===== src/rtl/rbuffer_ctrl.sv =====
// rbuffer_ctrl: sequencing controller for the 5-byte UART receive buffer.
// Writes received bytes into the buffer and pads partial frames after an
// idle timeout. It confirms pointer alignment through the buffer full flag
// (address 5), then drains each completed frame over a valid/ready handshake.
// The buffer pointer itself is never reset, so the controller re-aligns it
// with PAD_BYTE writes whenever it leaves reset or a full-flag check fails.
module rbuffer_ctrl #(
    parameter int         FRAME_LEN      = 5,      // tied to the buffer depth
    parameter int         TIMEOUT_CYCLES = 50000,
    parameter logic [7:0] PAD_BYTE       = 8'h00
) (
    input  logic       clk,
    input  logic       rst_n,
    input  logic       rx_valid,
    input  logic [7:0] rx_data,
    output logic       buf_wr,
    output logic [7:0] buf_wdata,
    output logic [2:0] buf_addr,
    input  logic [7:0] buf_rdata,
    output logic       out_valid,
    output logic [7:0] out_data,
    output logic       out_last,
    input  logic       out_ready,
    output logic       frame_err,
    output logic       resync,
    output logic [7:0] drop_cnt,
    output logic       busy
);

    localparam logic [2:0] FLAG_ADDR = 3'd5;
    localparam logic [2:0] SLOT_FULL = 3'(FRAME_LEN);
    localparam logic [2:0] SLOT_LAST = 3'(FRAME_LEN - 1);
    localparam int         TIMER_W   = $clog2(TIMEOUT_CYCLES + 1);
    // The timer holds TIMEOUT_CYCLES-1 in the last idle cycle before padding,
    // so PAD is entered TIMEOUT_CYCLES+1 cycles after the last byte strobe.
    localparam logic [TIMER_W-1:0] TIMER_END  = TIMER_W'(TIMEOUT_CYCLES - 1);
    localparam logic [TIMER_W-1:0] TIMER_ZERO = {TIMER_W{1'b0}};
    localparam logic [TIMER_W-1:0] TIMER_ONE  = TIMER_W'(1);

    typedef enum logic [2:0] {
        ST_FLUSH_WR  = 3'd0,
        ST_FLUSH_CHK = 3'd1,
        ST_FILL      = 3'd2,
        ST_CHECK     = 3'd3,
        ST_PAD       = 3'd4,
        ST_DRAIN     = 3'd5
    } state_t;

    state_t             state_r,     state_s;
    logic [2:0]         slot_r,      slot_s;
    logic [TIMER_W-1:0] timer_r,     timer_s;
    logic               buf_wr_r,    buf_wr_s;
    logic [7:0]         buf_wdata_r, buf_wdata_s;
    logic [2:0]         buf_addr_r,  buf_addr_s;
    logic               out_valid_r, out_valid_s;
    logic               out_last_r,  out_last_s;
    logic               frame_err_r, frame_err_s;
    logic               resync_r,    resync_s;
    logic [7:0]         drop_cnt_r,  drop_cnt_s;
    logic               busy_r;
    logic               accept_s;

    // A byte is only taken in FILL while the frame still has room; the cycle
    // at slot==FRAME_LEN waits for the last write to land and takes nothing.
    assign accept_s = (state_r == ST_FILL) && (slot_r != SLOT_FULL);

    // Saturating count of received bytes that could not be accepted.
    always_comb begin
        if (rx_valid && !accept_s && (drop_cnt_r != 8'hFF)) begin
            drop_cnt_s = drop_cnt_r + 8'd1;
        end else begin
            drop_cnt_s = drop_cnt_r;
        end
    end

    // Next-state logic and next values of every registered output.
    always_comb begin
        state_s     = state_r;
        slot_s      = slot_r;
        timer_s     = timer_r;
        buf_wr_s    = 1'b0;
        buf_wdata_s = buf_wdata_r;
        buf_addr_s  = buf_addr_r;
        out_valid_s = out_valid_r;
        out_last_s  = out_last_r;
        frame_err_s = frame_err_r;
        resync_s    = 1'b0;

        case (state_r)
            ST_FLUSH_WR: begin
                // Entry from a failed check already launched the write; the
                // first cycle after reset has to launch it here.
                if (buf_wr_r) begin
                    state_s    = ST_FLUSH_CHK;
                    buf_addr_s = FLAG_ADDR;
                end else begin
                    buf_wr_s    = 1'b1;
                    buf_wdata_s = PAD_BYTE;
                end
            end

            ST_FLUSH_CHK: begin
                if (buf_rdata[0]) begin
                    state_s    = ST_FILL;
                    slot_s     = 3'd0;
                    timer_s    = TIMER_ZERO;
                    buf_addr_s = 3'd0;
                end else begin
                    state_s     = ST_FLUSH_WR;
                    buf_wr_s    = 1'b1;
                    buf_wdata_s = PAD_BYTE;
                end
            end

            ST_FILL: begin
                if (slot_r == SLOT_FULL) begin
                    state_s    = ST_CHECK;
                    buf_addr_s = FLAG_ADDR;
                    timer_s    = TIMER_ZERO;
                end else if (rx_valid) begin
                    // A byte arriving on the expiry cycle still wins.
                    buf_wr_s    = 1'b1;
                    buf_wdata_s = rx_data;
                    slot_s      = slot_r + 3'd1;
                    timer_s     = TIMER_ZERO;
                end else if (slot_r != 3'd0) begin
                    if (timer_r == TIMER_END) begin
                        state_s     = ST_PAD;
                        frame_err_s = 1'b1;
                        timer_s     = TIMER_ZERO;
                        buf_wr_s    = 1'b1;
                        buf_wdata_s = PAD_BYTE;
                        slot_s      = slot_r + 3'd1;
                    end else begin
                        timer_s = timer_r + TIMER_ONE;
                    end
                end else begin
                    timer_s = TIMER_ZERO;
                end
            end

            ST_PAD: begin
                if (slot_r == SLOT_FULL) begin
                    state_s    = ST_CHECK;
                    buf_addr_s = FLAG_ADDR;
                end else begin
                    buf_wr_s    = 1'b1;
                    buf_wdata_s = PAD_BYTE;
                    slot_s      = slot_r + 3'd1;
                end
            end

            ST_CHECK: begin
                if (buf_rdata[0]) begin
                    state_s     = ST_DRAIN;
                    slot_s      = 3'd0;
                    buf_addr_s  = 3'd0;
                    out_valid_s = 1'b1;
                    out_last_s  = (SLOT_LAST == 3'd0);
                end else begin
                    // Pointer out of step: drop the frame and re-align.
                    state_s     = ST_FLUSH_WR;
                    resync_s    = 1'b1;
                    frame_err_s = 1'b0;
                    slot_s      = 3'd0;
                    buf_wr_s    = 1'b1;
                    buf_wdata_s = PAD_BYTE;
                end
            end

            ST_DRAIN: begin
                if (out_valid_r && out_ready) begin
                    if (slot_r == SLOT_LAST) begin
                        state_s     = ST_FILL;
                        slot_s      = 3'd0;
                        timer_s     = TIMER_ZERO;
                        buf_addr_s  = 3'd0;
                        out_valid_s = 1'b0;
                        out_last_s  = 1'b0;
                        frame_err_s = 1'b0;
                    end else begin
                        slot_s     = slot_r + 3'd1;
                        buf_addr_s = slot_r + 3'd1;
                        out_last_s = ((slot_r + 3'd1) == SLOT_LAST);
                    end
                end else begin
                    slot_s = slot_r;
                end
            end

            default: begin
                state_s     = ST_FLUSH_WR;
                slot_s      = 3'd0;
                timer_s     = TIMER_ZERO;
                out_valid_s = 1'b0;
                out_last_s  = 1'b0;
            end
        endcase
    end

    // State and output registers with synchronous active-low reset.
    always_ff @(posedge clk) begin
        if (!rst_n) begin
            state_r     <= ST_FLUSH_WR;
            slot_r      <= 3'd0;
            timer_r     <= TIMER_ZERO;
            buf_wr_r    <= 1'b0;
            buf_wdata_r <= 8'h00;
            buf_addr_r  <= 3'd0;
            out_valid_r <= 1'b0;
            out_last_r  <= 1'b0;
            frame_err_r <= 1'b0;
            resync_r    <= 1'b0;
            drop_cnt_r  <= 8'h00;
            busy_r      <= 1'b1;
        end else begin
            state_r     <= state_s;
            slot_r      <= slot_s;
            timer_r     <= timer_s;
            buf_wr_r    <= buf_wr_s;
            buf_wdata_r <= buf_wdata_s;
            buf_addr_r  <= buf_addr_s;
            out_valid_r <= out_valid_s;
            out_last_r  <= out_last_s;
            frame_err_r <= frame_err_s;
            resync_r    <= resync_s;
            drop_cnt_r  <= drop_cnt_s;
            busy_r      <= (state_s != ST_FILL);
        end
    end

    assign buf_wr    = buf_wr_r;
    assign buf_wdata = buf_wdata_r;
    assign buf_addr  = buf_addr_r;
    assign out_valid = out_valid_r;
    // The buffer read port is combinational and buf_addr is held during a
    // stall, so the frame byte is taken straight from it.
    assign out_data  = buf_rdata;
    assign out_last  = out_last_r;
    assign frame_err = frame_err_r;
    assign resync    = resync_r;
    assign drop_cnt  = drop_cnt_r;
    assign busy      = busy_r;

endmodule


===== config.mk =====
export PLATFORM = sky130hd
export DESIGN_NAME = rbuffer_ctrl
export DESIGN_NICKNAME = d
export VERILOG_FILES = /design/src/rtl/rbuffer_ctrl.sv
export SDC_FILE = /design/constraint.sdc
export NUM_CORES = 1
export LEC_CHECK = 0
export CAP_MARGIN = 15
export CORE_MARGIN = 3
export CORE_UTILIZATION = 45
export DETAILED_ROUTE_END_ITERATION = 10
export PLACE_DENSITY = 0.78
export SYNTH_ARGS = -nofsm -noshare
export SYNTH_HDL_FRONTEND = slang
export SYNTH_SLANG_ARGS = --single-unit

===== constraint.sdc =====
create_clock -name clk -period 3.2 [get_ports clk]
set_input_delay 0.48 -clock clk [delete_from_list [all_inputs] [get_ports clk]]
set_output_delay 0.48 -clock clk [all_outputs]
set_load 0.05 [all_outputs]

==> results.cfg, run 1 <==
[final_layout]
final_cell_count_no_fill = 425
drive_gt1_share_pct = 5.67
finalNetCount = 378
area_growth_pct = 18.4
multi_input_area_sq_um = 1510
final_cell_area_sq_um = 3110
layout.area.seq_sq_um = 941
antennaDiodeCount = 0
fillerInstances = 516

[floorplanning]
coreArea_sq_um = 5570
die_area_sq_um = 6790
rows = 27
fp.dieW_um = 82.4
start_util_pct = 47.1
die_h_um = 82.4
ioPinCount = 53

[min_path]
holdCritStartpoint = buf_wdata[5]
min_path_type = reg -> reg
hold_depth = 2
min_to = buf_wdata[5]

[timing]
slew_headroom_pct = 53.8
timing.final.ws_setup_ns = 0.812
period_minus_slack_ns = 2.39
worstMarginPinSlew_ns = 0.692
slew_violations = 0
hold_violations = 0
fmax_mhz = 419
finalCritPeriodShare_pct = 74.6
setup_violations = 0
clock_skew_ns = 0.00867
tns_ns = 0
rsz0062_at_grt = false

[routing]
wl_met2_um = 2660
wl_per_cell_um = 14.2
routed_wl_um = 6040
wl_met3_um = 335
wl_met1_um = 2940
dr_total_vias = 2405
drtPass1Iterations = 5
antenna_left = 0
top_layer = met4
drt_iter0_markers = 177
vias_per_cell = 5.66
drc_errors = 0

[global_route]
grt_overflow = 0
antenna_found_initial = 0
grt.total_usage_pct = 18.8
grt_pass1_wl_um = 9940
grt_pass1_vias = 2155
grt_max_degree = 25

[clock_network]
cts_num_sinks = 47
root_buffer = clkbuf_8
postCtsHoldBufs = 0
numCtsBuffers = 5
post-cts-setup-buffer-count = 0
clk_latency_ns = 0.30
cts_tree = done
cts.clk_slew.worst_paths_ns = 0.08
cts_resized = 0
cts_max_level = 2
cts.path.max_buffers = 2

[pwr]
total_power_mw = 1.82
power_leakage_nw = 1.12
vdd_drop_max_v = 0.000414
power_density_nw_per_um2 = 585

[yosys]
ys_seq_area_share_pct = 35.8
async_flop_share_pct = 0
avgSynthCellArea_sq_um = 8.00
syn-cell-area_sq_um = 2630
synth_common_cells = 52 x nand2_1, 47 x dfxtp_1, 20 x nor2_1
synthTopCellsByArea = dfxtp_1 36%, nand2_1 7.4%, mux2i_1 5.0%, nand3_1 3.6%, a21oi_1 3.4%
synth_edf_count = 0
yosysMostFrequentCell = nand2_1
yosys_warnings = 0
yosysTopAreaCellShare_pct = 35.8
syn_nets = 354
synth_area_leader_cell = dfxtp_1
synth_seq_cells = 47
syn_inst = 328
synthFlopType = dfxtp_1
ys_types = 55

[place]
numPortBuffers = 38
dpl_worst_slack_ns = 0.806
dp.cells = 417
place_congestion = 0.900
place_area_sq_um = 2990
hpwl_um = 4330

[setup_path]
end_kind = output port
r2r_end = timer_r[8]
worst_path_most_repeated_cell = clkdlybuf4s50_1
setup.worst_path.start = buf_rdata[0]
reg2regPathDepth = 5
crit_chain = clkdlybuf4s50_1 > clkdlybuf4s50_1
path_max_fanout = 6
r2r_setup_slack_ns = 0.87
critPathTopFamily = buffers and inverters
critPathRequiredTime_ns = 2.72
crit_arrival_ns = 1.91
crit_buf_inv = 2
start_kind = input port
rr_startpoint = state_r[2]
crit_type = in -> out
slowest_delay_ns = 0.84
cp_slowest_cell = clkdlybuf4s50_1

[run_status]
status = finished clean

[flow_run]
maxCapViolCount = 0
[how the worst max path moves through the flow]
stage / to / slack [ns] / depth (start not counted)
after CTS: out_data[0] / 0.80 / 2
after global routing: timer_r[8] / 0.69 / 5
after detailed placement: out_data[0] / 0.81 / 2
final: out_data[0] / 0.81 / 2
after floorplan: timer_r[1] / 1.40 / 8
after global placement: out_data[0] / 0.81 / 2
[where the power goes]
part	leakage, nW	internal (mW)	switching (mW)
combinational	0.681	0.261	0.446
clock	0.0612	0.253	0.196
sequential	0.380	0.631	0.0308
total	1.12	1.14	0.673
[cell usage in the layout (no fill, tap or decap), types with 4 or more instances in the layout]
master	Yosys	layout
nand2_1	52	52
dfxtp_1	47	47
clkdlybuf4s50_1	0	38
nor2_1	20	20
nand3_1	19	19
a21oi_1	18	18
o21ai_0	14	14
mux2i_1	13	13
nor3_1	10	10
inv_1	7	7
nand4_1	7	7
a31oi_1	6	6
and3_1	6	6
xnor2_1	6	6
ha_1	6	6
clkbuf_8	0	6
and4_1	5	5
nor2b_1	5	5
or3_1	5	5
buf_4	8	5
nand2b_1	4	4
nor3b_1	4	4
xor2_1	4	4
[sequential cells by signal (all words and copies together) (netlist names), 3 cells and up]
register	flops
buf_wdata	8
timer_r	16
buf_addr	3
state_r	3
drop_cnt	8
slot_r	3
[per-stage QoR]
stage | hold WS (ns) | util (%)
final | 0.462 | 55.7
after detailed placement | 0.457 | 53.6
after global routing | 0.493 | 55.7
after floorplan | 0.440 | -
after global placement | 0.444 | 53.6
after CTS | 0.468 | 55.7
[layer usage]
metal | vias to the layer above | track usage (%)
met5 | - | 0
met3 | 9 | 4.77
met2 | 75 | 26.4
met1 | 1113 | 27.0
met4 | 0 | 7.64
li1 | 1208 | -
[cells by family after synthesis]
family / share of synthesized area (%)
flip-flops: 35.8
adder cells (fa/ha/maj): 2.86
buffers and inverters: 6.63
XOR/XNOR: 3.34
AND/OR/NAND/NOR: 30.6
multiplexers: 4.96
AO/OA/AOI/OAI: 15.7
[final cells by class]
class / count / share of cell area [%]
Multi-Input combinational cell: 247 / 48.6
Sequential cell: 47 / 30.3
Timing Repair Buffer: 43 / 13.5
Tap cell: 72 / 2.90
Clock buffer: 6 / 2.66
Clock inverter: 2 / 1.13
Inverter: 8 / 0.967
Note: power is estimated with default switching activity, not from simulation.
==> inputs of run 2 (changes only) <==
clock period = 2.2 ns   (was 3.2 ns; I/O delays follow)
==> results.cfg, run 2 (same netlist as run 1, synthesis figures left out) <==
[floorplanning]
fp.dieW_um = 82.4
coreArea_sq_um = 5570
ioPinCount = 53
start_util_pct = 47.1
rows = 27
die_area_sq_um = 6790
die_h_um = 82.4

[global_route]
grt_pass1_vias = 2106
antenna_found_initial = 0
busiest_layer = met1
grt_util_met1_pct = 27.8
grt.total_usage_pct = 18.7
grt_max_degree = 25
grt_pass1_wl_um = 10000
gr-usage-met3_pct = 3.80
met2_usage_pct = 27.1
grt_overflow = 0

[place]
dp.cells = 422
hpwl_um = 4480
numPortBuffers = 38
place_congestion = 0.915
dpl_worst_slack_ns = 0.0589

[final_layout]
largest_register_ffs = 16
area_growth_pct = 20.2
final_common_cell = nand2_1
top_register = timer_r
final_cell_mix = 52 x nand2_1, 47 x dfxtp_1, 37 x clkdlybuf4s50_1
drive_gt1_share_pct = 7.84
antennaDiodeCount = 0
final_cell_count_no_fill = 429
finalNetCount = 384

[setup_path]
start_kind = flip-flop
end_kind = flip-flop
path_max_fanout = 12
crit_type = reg -> reg
rr_startpoint = timer_r[0]
r2r_end = timer_r[11]
r2r_setup_slack_ns = 0.14
crit_arrival_ns = 2.24
reg2regPathDepth = 7
critPathRequiredTime_ns = 2.39

[timing]
tns_ns = 0
setup_violations = 0
slew_headroom_pct = 65.8
clock_skew_ns = 0.00638
finalCritPeriodShare_pct = 93.5
rsz0062_at_grt = false
timing.final.ws_setup_ns = 0.142
hold_violations = 0
slew_violations = 0
period_minus_slack_ns = 2.06
fmax_mhz = 486
worstMarginPinSlew_ns = 0.512
whs_ns = 0.462

[clock_network]
numCtsBuffers = 5
cts_max_level = 2
cts_num_sinks = 47
cts_tree = done
clk_latency_ns = 0.29
postCtsHoldBufs = 0
root_buffer = clkbuf_8
cts.clk_slew.worst_paths_ns = 0.08
cts.path.max_buffers = 2

[pwr]
power_density_nw_per_um2 = 801
vdd_drop_max_v = 0.000686
total_power_mw = 2.53
power_leakage_nw = 1.14

[routing]
drt_iter0_markers = 250
dr_total_vias = 2447
antenna_left = 0
vias_per_cell = 5.70
routed_wl_um = 6140
wl_per_cell_um = 14.3
drc_errors = 0
drtPass1Iterations = 5

[min_path]
min_to = buf_wdata[3]
holdCritStartpoint = buf_wdata[3]
min_path_type = reg -> reg
hold_depth = 2

[flow_run]
maxCapViolCount = 0

[run_status]
status = finished clean
## run 2: what timing repair did
action / in CTS / in global routing
endpoints found under the setup margin: 0 / 9
resized for setup: 0 / 6
buffers inserted: 0 / 1
## run 2: worst max-delay path by stage
stage / start / endpoint / slack [ns]
5_1_grt: timer_r[0] / timer_r[1] / 0.02
6_report: timer_r[0] / timer_r[11] / 0.14
3_3_place_gp: buf_rdata[0] / timer_r[15] / 0.12
3_5_place_dp: buf_rdata[0] / timer_r[15] / 0.06
2_1_floorplan: timer_r[0] / timer_r[1] / 0.40
4_1_cts: timer_r[0] / timer_r[13] / 0.11
## run 2: critical path, stage by stage (launching register included)
cell,delay (ns)
dfxtp_1,0.39
ha_2,0.23
and4_1,0.25
nand4_1,0.30
and3b_2,0.39
buf_12,0.15
a21oi_1,0.13
o22ai_1,0.10
## run 2: where the power goes
group          switching (mW)  total [mW]  internal, mW
Combinational           0.676        1.09         0.411
Sequential             0.0437       0.961         0.918
Clock                   0.266       0.478         0.212
## run 2: final cells by class
class	instances	area, sq um
clock buffer	6	72.6
fill	525	2420
timing repair buffer	49	485
tap	72	90.1
sequential	47	941
inverter	8	30.0
multi-input combinational	247	1540
## run 2: per-layer routing
metal	up-vias	part of all wire (%)
met2	87	45
met5	-	0
li1	1221	-
met1	1131	48
met3	8	5.8
met4	0	1.1
## run 2: per-stage QoR
stage          util [%]  instance area, sq um
6_report           56.6                  3150
5_1_grt            56.6                  3150
4_1_cts            55.8                  3110
3_5_place_dp       54.5                  3040
3_3_place_gp       54.5                  3040
2_1_floorplan         -                  2630
==> inputs of run 3 (changes only) <==
PLACE_DENSITY = 0.81   (was 0.78)
clock period = 1.7 ns   (was 2.2 ns; I/O delays follow)
==> results.cfg, run 3 (same netlist as run 1, synthesis figures left out) <==
[run_status]
status = finished, violations left
violations = negative setup slack

[setup_path]
worst_path_most_repeated_cell = buf_6
cp_slowest_cell = or4_4
end_kind = flip-flop
start_kind = flip-flop
crit_arrival_ns = 2.01
slowest_delay_ns = 0.48
endpoint = timer_r[14]
setup.worst_path.start = timer_r[0]
reg2regPathDepth = 8
path_max_fanout = 6
r2r_end = timer_r[14]
r2r_setup_slack_ns = -0.07
crit_chain = ha_4 > and4_4 > nand4_1 > buf_6 > nand4_4 > buf_6 > or4_4 > o21ai_2
crit_type = reg -> reg
rr_startpoint = timer_r[0]
critPathRequiredTime_ns = 1.94

[final_layout]
largest_register_ffs = 16
final_cell_count_no_fill = 481
final_common_cell = buf_4
finalNetCount = 434
top_register = timer_r
antennaDiodeCount = 0
final_cell_area_sq_um = 3730
area_growth_pct = 42.1
final_cell_mix = 76 x buf_4, 49 x nand2_1, 35 x dfxtp_1
fillerInstances = 447
drive_gt1_share_pct = 35.5

[routing]
drt_iter0_markers = 199
vias_per_cell = 5.63
dr_total_vias = 2707
wl_per_cell_um = 15.6
antenna_left = 0
drc_errors = 0
routed_wl_um = 7480
drtPass1Iterations = 5

[clock_network]
postCtsHoldBufs = 0
cts.clk_slew.worst_paths_ns = 0.09
cts_num_sinks = 47
cts_max_level = 2
numCtsBuffers = 5
clk_latency_ns = 0.30
cts_tree = done
root_buffer = clkbuf_8
cts.path.max_buffers = 2

[global_route]
antenna_found_initial = 0
grt_max_degree = 25
grt_overflow = 0
grt_pass1_wl_um = 11800
grt_pass1_vias = 2532
grt.total_usage_pct = 22.0

[place]
numPortBuffers = 38
place_area_sq_um = 3370
hpwl_um = 5110
place_congestion = 0.932
dp.cells = 470

[timing]
slew_headroom_pct = 76.7
fmax_mhz = 566
whs_ns = 0.465
worstMarginPinSlew_ns = 0.344
rsz0062_at_grt = true
setup_violations = 11
finalCritPeriodShare_pct = 104
clock_skew_ns = 0.00649
period_minus_slack_ns = 1.77
hold_violations = 0
tns_ns = -0.246
slew_violations = 0
timing.final.ws_setup_ns = -0.0677

[floorplanning]
die_area_sq_um = 6790
start_util_pct = 47.1
fp.dieW_um = 82.4
coreArea_sq_um = 5570
rows = 27
die_h_um = 82.4
ioPinCount = 53

[pwr]
vdd_drop_max_v = 0.00105
power_leakage_nw = 1.50
power_density_nw_per_um2 = 1040

[min_path]
hold_depth = 2
min_path_type = reg -> reg

[flow_run]
maxCapViolCount = 0
[run 3: changes by cell type in the layout (fill, tap and decap cells not counted), sizes merged]
cell,previous run,this run
buf,12,86
clkdlybuf4s50,37,12
clkbuf,6,9
[run 3: timing repair]
action                                 CTS  global route
endpoints found under the hold margin    0             0
resized for setup                       24            34
cloned                                   0             1
setup endpoints to repair               36            43
setup buffers                            2             0
pin swaps                               11            14
[run 3: final cells by class]
cell class	instances	area [sq um]	share of cell area [%]
flip-flops and latches	47	956	25.6
repair buffers	99	846	22.7
well taps	72	90.1	2.42
multi-input cells	247	1710	45.8
clock buffers	8	100	2.68
inverters	8	30.0	0.805
[run 3: worst min path at each step]
stage,start,to
after CTS,buf_wdata[4],buf_wdata[4]
after global placement,buf_wdata[5],buf_wdata[5]
final,buf_wdata[7],buf_wdata[7]
after detailed placement,buf_wdata[4],buf_wdata[4]
after floorplan,rx_data[0],buf_wdata[0]
after global routing,buf_wdata[1],buf_wdata[1]
[run 3: worst max-delay path, delay by kind of cell, from the launching register on]
family	cells	cell delay, ns
simple gates	4	0.85
fa+ha+maj	1	0.15
compound gates	1	0.06
buf+inv	2	0.30
flops	1	0.34
[run 3: per-layer routing]
layer  wire, um  track usage, %  vias to the layer above
met5          0               0                        -
met4         89            5.81                        0
met1       3300            29.0                     1295
li1           -               -                     1326
met2       3770            36.9                       75
met3        319            3.69                       11
[run 3: metrics by stage]
| step | power, mW | setup WS, ns | utilization (%) |
|---|---|---|---|
| global route | 4.08 | -0.114 | 66.9 |
| finish | 3.89 | -0.0677 | 66.9 |
| detailed placement | 2.86 | -0.222 | 60.4 |
| floorplan | 2.31 | -0.0124 | - |
| CTS | 3.67 | -0.0321 | 64.6 |
| global placement | 2.83 | -0.195 | 60.4 |
[run 3: where the power goes]
group	internal (mW)	total, mW	switching [mW]
logic	0.859	1.88	1.02
registers	1.20	1.26	0.0603
clock network	0.372	0.744	0.372
total	2.43	3.89	1.46
